File: src/rtl/axis_word_packer.sv
// Packs an 8-bit non-throttled byte stream into 32-bit LE words behind an FWFT FIFO.
// Optional WORD_PACKER_STATS_EN builds the frame/drop counters.
module axis_word_packer #(
    parameter int FIFO_DEPTH = 16
) (
    input  logic                          axis_clk,
    input  logic                          axis_aresetn,
    input  logic                          soft_reset,
    input  logic [7:0]                    s_axis_tdata,
    input  logic                          s_axis_tvalid,
    input  logic                          s_axis_tlast,
    output logic                          s_axis_tready,
    output logic [31:0]                   m_axis_tdata,
    output logic [3:0]                    m_axis_tkeep,
    output logic                          m_axis_tlast,
    output logic                          m_axis_tvalid,
    input  logic                          m_axis_tready,
    output logic [$clog2(FIFO_DEPTH):0]   fifo_level,
    output logic                          overflow,
    output logic [31:0]                   frame_count,
    output logic [31:0]                   drop_count
);

    localparam int AW = $clog2(FIFO_DEPTH);
    localparam logic [36:0] TERM_WORD = 37'h1;

    typedef enum logic [1:0] {RUN, DROP, DROP_T, TERM} state_t;

    state_t        r_state, w_state_nxt;
    logic [1:0]    r_idx, w_idx_nxt;
    logic [23:0]   r_hold, w_hold_nxt;
    logic [36:0]   r_mem [FIFO_DEPTH];
    logic [AW-1:0] r_wptr, r_rptr;
    logic [AW:0]   r_level;
    logic          r_overflow;

    logic          w_full, w_pop, w_can_push, w_push, w_ovf;
    logic          w_complete, w_take_last;
    logic [31:0]   w_pack_data;
    logic [3:0]    w_pack_keep;
    logic [36:0]   w_push_word, w_head;

    assign w_full      = (r_level == (AW+1)'(FIFO_DEPTH));
    assign w_pop       = (r_level != '0) && m_axis_tready;
    assign w_can_push  = !w_full || w_pop;
    assign w_take_last = s_axis_tvalid && s_axis_tlast;
    assign w_complete  = s_axis_tvalid && ((r_idx == 2'd3) || s_axis_tlast);

    // New byte lands in lane idx; lanes above it stay zero.
    always_comb begin
        w_pack_data = '0;
        w_pack_keep = '0;
        unique case (r_idx)
            2'd0: begin
                w_pack_data = {24'd0, s_axis_tdata};
                w_pack_keep = 4'h1;
            end
            2'd1: begin
                w_pack_data = {16'd0, s_axis_tdata, r_hold[7:0]};
                w_pack_keep = 4'h3;
            end
            2'd2: begin
                w_pack_data = {8'd0, s_axis_tdata, r_hold[15:0]};
                w_pack_keep = 4'h7;
            end
            default: begin
                w_pack_data = {s_axis_tdata, r_hold};
                w_pack_keep = 4'hF;
            end
        endcase
    end

    always_comb begin
        w_state_nxt = r_state;
        w_idx_nxt   = r_idx;
        w_hold_nxt  = r_hold;
        w_push      = 1'b0;
        w_ovf       = 1'b0;
        w_push_word = {w_pack_data, w_pack_keep, s_axis_tlast};
        unique case (r_state)
            RUN: begin
                if (w_complete) begin
                    w_idx_nxt  = 2'd0;
                    w_hold_nxt = '0;
                    if (w_can_push) begin
                        w_push = 1'b1;
                    end else begin
                        w_ovf       = 1'b1;
                        w_state_nxt = s_axis_tlast ? TERM : DROP;
                    end
                end else if (s_axis_tvalid) begin
                    w_idx_nxt = r_idx + 2'd1;
                    w_hold_nxt[{r_idx, 3'b000} +: 8] = s_axis_tdata;
                end
            end
            DROP: begin
                w_push_word = TERM_WORD;
                if (w_can_push) begin
                    w_push      = 1'b1;
                    w_state_nxt = w_take_last ? RUN : DROP_T;
                end else if (w_take_last) begin
                    w_state_nxt = TERM;
                end
            end
            DROP_T: begin
                if (w_take_last) w_state_nxt = RUN;
            end
            default: begin
                w_push_word = TERM_WORD;
                if (w_can_push) begin
                    w_push      = 1'b1;
                    w_state_nxt = RUN;
                end
            end
        endcase
    end

    always_ff @(posedge axis_clk or negedge axis_aresetn) begin
        if (!axis_aresetn) begin
            r_state    <= RUN;
            r_idx      <= '0;
            r_hold     <= '0;
            r_wptr     <= '0;
            r_rptr     <= '0;
            r_level    <= '0;
            r_overflow <= 1'b0;
        end else if (soft_reset) begin
            r_state    <= RUN;
            r_idx      <= '0;
            r_hold     <= '0;
            r_wptr     <= '0;
            r_rptr     <= '0;
            r_level    <= '0;
            r_overflow <= 1'b0;
        end else begin
            r_state <= w_state_nxt;
            r_idx   <= w_idx_nxt;
            r_hold  <= w_hold_nxt;
            if (w_push) r_wptr <= r_wptr + AW'(1);
            if (w_pop)  r_rptr <= r_rptr + AW'(1);
            if (w_push && !w_pop)      r_level <= r_level + (AW+1)'(1);
            else if (w_pop && !w_push) r_level <= r_level - (AW+1)'(1);
            if (w_ovf) r_overflow <= 1'b1;
        end
    end

    always_ff @(posedge axis_clk) begin
        if (w_push) r_mem[r_wptr] <= w_push_word;
    end

    // Head is gated so an empty FIFO shows all-zero outputs.
    assign w_head        = r_mem[r_rptr];
    assign m_axis_tvalid = (r_level != '0);
    assign m_axis_tdata  = m_axis_tvalid ? w_head[36:5] : '0;
    assign m_axis_tkeep  = m_axis_tvalid ? w_head[4:1]  : '0;
    assign m_axis_tlast  = m_axis_tvalid ? w_head[0]    : 1'b0;
    assign s_axis_tready = !w_full;
    assign fifo_level    = r_level;
    assign overflow      = r_overflow;

`ifdef WORD_PACKER_STATS_EN
    logic        w_frame_inc, w_drop_inc;
    logic [31:0] r_frame_count, r_drop_count;

    assign w_frame_inc = w_push && w_push_word[0] && (w_push_word[4:1] != 4'h0);
    assign w_drop_inc  = w_ovf || ((r_state == TERM) && w_take_last);

    always_ff @(posedge axis_clk or negedge axis_aresetn) begin
        if (!axis_aresetn) begin
            r_frame_count <= '0;
            r_drop_count  <= '0;
        end else if (soft_reset) begin
            r_frame_count <= '0;
            r_drop_count  <= '0;
        end else begin
            if (w_frame_inc) r_frame_count <= r_frame_count + 32'd1;
            if (w_drop_inc)  r_drop_count  <= r_drop_count + 32'd1;
        end
    end

    assign frame_count = r_frame_count;
    assign drop_count  = r_drop_count;
`else
    assign frame_count = '0;
    assign drop_count  = '0;
`endif

endmodule
File: config.mk
export PLATFORM = sky130hd
export DESIGN_NAME = axis_word_packer
export DESIGN_NICKNAME = d
export VERILOG_FILES = /design/src/rtl/axis_word_packer.sv
export SDC_FILE = /design/constraint.sdc
export NUM_CORES = 1
export LEC_CHECK = 0
export ABC_AREA = 1
export BUFFER_PORTS_ARGS = -buffer_cell sky130_fd_sc_hd__buf_2
export CAP_MARGIN = 0
export CELL_PAD_IN_SITES_DETAIL_PLACEMENT = 0
export CELL_PAD_IN_SITES_GLOBAL_PLACEMENT = 2
export CORE_ASPECT_RATIO = 0.9
export CORE_MARGIN = 4
export CORE_UTILIZATION = 45
export DETAILED_ROUTE_END_ITERATION = 6
export MAX_ROUTING_LAYER = met4
export PLACE_DENSITY_LB_ADDON = 0.1
export SKIP_CTS_REPAIR_TIMING = 1
export SYNTH_ARGS = -nofsm -noshare
export SYNTH_HDL_FRONTEND = slang
export SYNTH_SLANG_ARGS = --single-unit
export TNS_END_PERCENT = 30
File: constraint.sdc
create_clock -name axis_clk -period 4.8 [get_ports axis_clk]
set_input_delay 0.24 -clock axis_clk [delete_from_list [all_inputs] [get_ports axis_clk]]
set_output_delay 0.24 -clock axis_clk [all_outputs]
set_load 0.01 [all_outputs]
==> key figures <==
Die
  – Initial Util: 0.457
  – Die width: 266 microns
  – Die area: 63,700 sq um
  – Die Y: 240 microns
  – Core outline area: 58,800 sq um
  – Top-Level Pins: 123
  – Row Count: 84

Detailed routing
  – Mean routed wirelength per cell: 23.6 microns
  – Residual DRC: 0
  – Via count: 17,400
  – First-pass iteration count of the detailed router: 5
  – Initial DRC Count: 1,818
  – Remaining antenna violation count: 0
  – Final wirelength: 75.1 mm
  – Vias/cell: 5.48

Global route
  – First-pass GRT wire length: 111 mm
  – Vias in the first global route: 16,900
  – Maximum number of pins on one net before global-route repair: 228
  – Initial antenna violation count: 0
  – Global Route Usage Sum: 0.242
  – GRT Residual Overflow: 0

Synth
  – Post-synth top flop: edfxtp_1
  – Post-synthesis cell type count: 38
  – Syn. warnings: 0
  – Syn avg cell area: 11.7 sq um
  – Sequential cell area fraction in the yosys report: 0.701
  – Syn Inst Count: 2,303
  – Ys async rst share: 0.0662
  – Post-synthesis cell area: 26,900 sq um
  – Yosys reg bits: 634
  – Post-synth EDFFs: 592

Power and ir drop
  – Worst vdd ir: 0.994 mV
  – LEAKAGE: 10.9 nW
  – Power per Cell Area: 509 nW/um^2

Critical path
  – CP Launch Type: register
  – Endpoint class of the critical path: output pin
  – Max incr delay on CP: 1.03 ns
  – Arrival time at the worst endpoint: 3.76 ns
  – Worst path cell trace: clkinv_2 > buf_4 > nand3_1 > a21oi_1 > o21a_1 > buf_2
  – Worst-path fanout max: 47
  – Crit path max-delay cell type: clkinv_2
  – CP bufs+invs: 3
  – Top delay family on crit path: buffers and inverters
  – WS Path Type: register to output pin
  – CP required: 4.56 ns

CTS
  – Clk Tree Root Cell: clkbuf_16
  – CTS tree: done
  – CTS clk-pin slew, worst paths: 0.06 ns
  – CTS H-tree depth: 3
  – Total CTS buffers: 69
  – Clk Latency, worst-skew pair: 0.60 ns
  – Clock Path Buffers: 3
  – Clk sinks: 634

Layout
  – Antenna cells: 0
  – Area grow syn2layout: 11.5%
  – Share of cells above drive strength 1: 0.104
  – Fin nets: 2,383
  – Post-route insts no fill: 3,177

STA
  – Min Tclk post-route: 4.00 ns
  – Hold Vio Cnt, Final: 0
  – RSZ-0062 raised after global routing: no
  – Achievable frequency: 250 MHz
  – Max-slew violations: 113
  – Slew @ Worst Pin: 1.66 ns
  – Setup TNS: 0 ns
  – Final period utilization: 0.833
  – # setup viols final: 0
  – Setup Skew: 0.0189 ns
  – Slew margin rel.: -0.110

Flow run
  – Max_cap viols: 0

Placement
  – Routability congestion estimate: 0.798
  – PortBufs: 58
  – DP Wirelength: 37.5 mm
  – Inst Count DP: 3,053

Outcome
  – Outcome: finished, violations left
  – Violated checks: max-slew violations

Worst hold path
  – HP Class: input pin to register
synth_stat cells (3+ instances only):
cell type / count / area (sq um)
nor2_2: 3 / 18.8
nand4_1: 13 / 81.3
edfxtp_1: 592 / 17800
o21a_1: 38 / 285
clkbuf_1: 18 / 67.6
buf_4: 91 / 683
dfrtp_1: 42 / 1050
xor2_1: 4 / 35.0
o31ai_2: 4 / 50.1
nand3_1: 464 / 2320
o32ai_1: 8 / 70.1
inv_2: 3 / 11.3
a21oi_1: 80 / 400
o31ai_1: 12 / 90.1
buf_1: 16 / 60.1
nor2_1: 37 / 139
o21ai_1: 3 / 15.0
inv_1: 28 / 105
buf_2: 70 / 350
nand2_1: 705 / 2650
buf_6: 9 / 101
o21ai_0: 29 / 145
ha_1: 15 / 188
flip-flops by register name (all words and copies together), names as in the netlist:
| register | count |
|---|---|
| r_mem | 592 |
| r_wptr | 4 |
| r_state | 2 |
| r_hold | 24 |
| overflow | 1 |
| r_rptr | 4 |
| fifo_level | 5 |
| r_idx | 2 |
final cells by class:
class                   instances  area, sq um
clock buffers                  94         1870
clock inverters                27          194
fillers                      5163        28800
inverters                      34          140
multi-input cells            1493         7010
flip-flops and latches        634        18800
well taps                     774          968
repair buffers                121          921
through the flow:
stage / setup slack [ns] / cell area, sq um / hold slack (ns) / power [W] / util
finish: 0.800 / 29900 / 0.0118 / 0.0153 / 0.510
floorplan: 1.66 / 27100 / -0.0556 / 0.00917 / -
detailed placement: 1.44 / 27900 / 0.381 / 0.0104 / 0.474
CTS: 0.781 / 29900 / -0.260 / 0.0154 / 0.509
global placement: 1.44 / 27900 / 0.376 / 0.0104 / 0.474
global route: 0.665 / 29900 / 0.00633 / 0.0160 / 0.510
cells in the final DEF, fill, tap and decap left out, drive strengths merged:
| cell | n |
|---|---|
| a21oi | 82 |
| buf | 118 |
| bufinv | 3 |
| clkbuf | 94 |
| clkinv | 26 |
| conb | 64 |
| dfrtp | 42 |
| dlygate4sd3 | 3 |
| edfxtp | 592 |
| fa | 1 |
| ha | 15 |
| inv | 32 |
| nand2 | 708 |
| nand3 | 465 |
| nand4 | 13 |
| nor2 | 41 |
| o21a | 39 |
| o21ai | 35 |
| o31ai | 16 |
| o32ai | 8 |
| or2 | 2 |
| xor2 | 4 |
cells by family after synthesis:
| group | after synthesis | share of synthesized area |
|---|---|---|
| compound gates | 180 | 0.0418 |
| xor+xnor | 4 | 0.00130 |
| fa+ha+maj | 16 | 0.00773 |
| buf+inv | 239 | 0.0521 |
| flops | 634 | 0.701 |
| other cells | 1 | 0.000140 |
| simple gates | 1229 | 0.196 |
where the power goes:
group / internal, W / switching [W]
Combinational: 0.00122 / 0.00273
Sequential: 0.00624 / 0.000128
Clock: 0.00288 / 0.00207
final timing paths:
| check | from | end | slack [ns] | cells after the start |
|---|---|---|---|---|
| worst max-delay path | r_rptr[2]$_DFFE_PN0P_ | m_axis_tkeep[1] | 0.80 | 6 |
| worst min-delay path | s_axis_tvalid | r_idx[0]$_DFFE_PN0P_ | 0.01 | 3 |
| worst max register to register | r_idx[0]$_DFFE_PN0P_ | r_mem[9][32]$_DFFE_PP_ | 1.60 | 10 |
| worst min register to register | r_hold[11]$_DFFE_PN0P_ | r_hold[11]$_DFFE_PN0P_ | 0.48 | 2 |
| max in group asynchronous | axis_aresetn | r_rptr[2]$_DFFE_PN0P_ | 4.04 | 3 |
| min in group asynchronous | axis_aresetn | r_hold[0]$_DFFE_PN0P_ | 0.27 | 3 |
layer usage:
layer / up-vias / GRT usage / wire, microns
met2: 454 / 0.378 / 35400
met3: 96 / 0.0341 / 3930
li1: 8107 / - / -
met5: - / - / 0
met1: 8767 / 0.345 / 34600
met4: 0 / 0.0472 / 1170
tightest hold or removal path, delay by kind of cell:
| family | cells | cell delay, ns |
|---|---|---|
| compound gates | 1 | 0.07 |
| buf+inv | 1 | 0.15 |
| simple gates | 1 | 0.09 |
(Power assumes the default switching activity.)
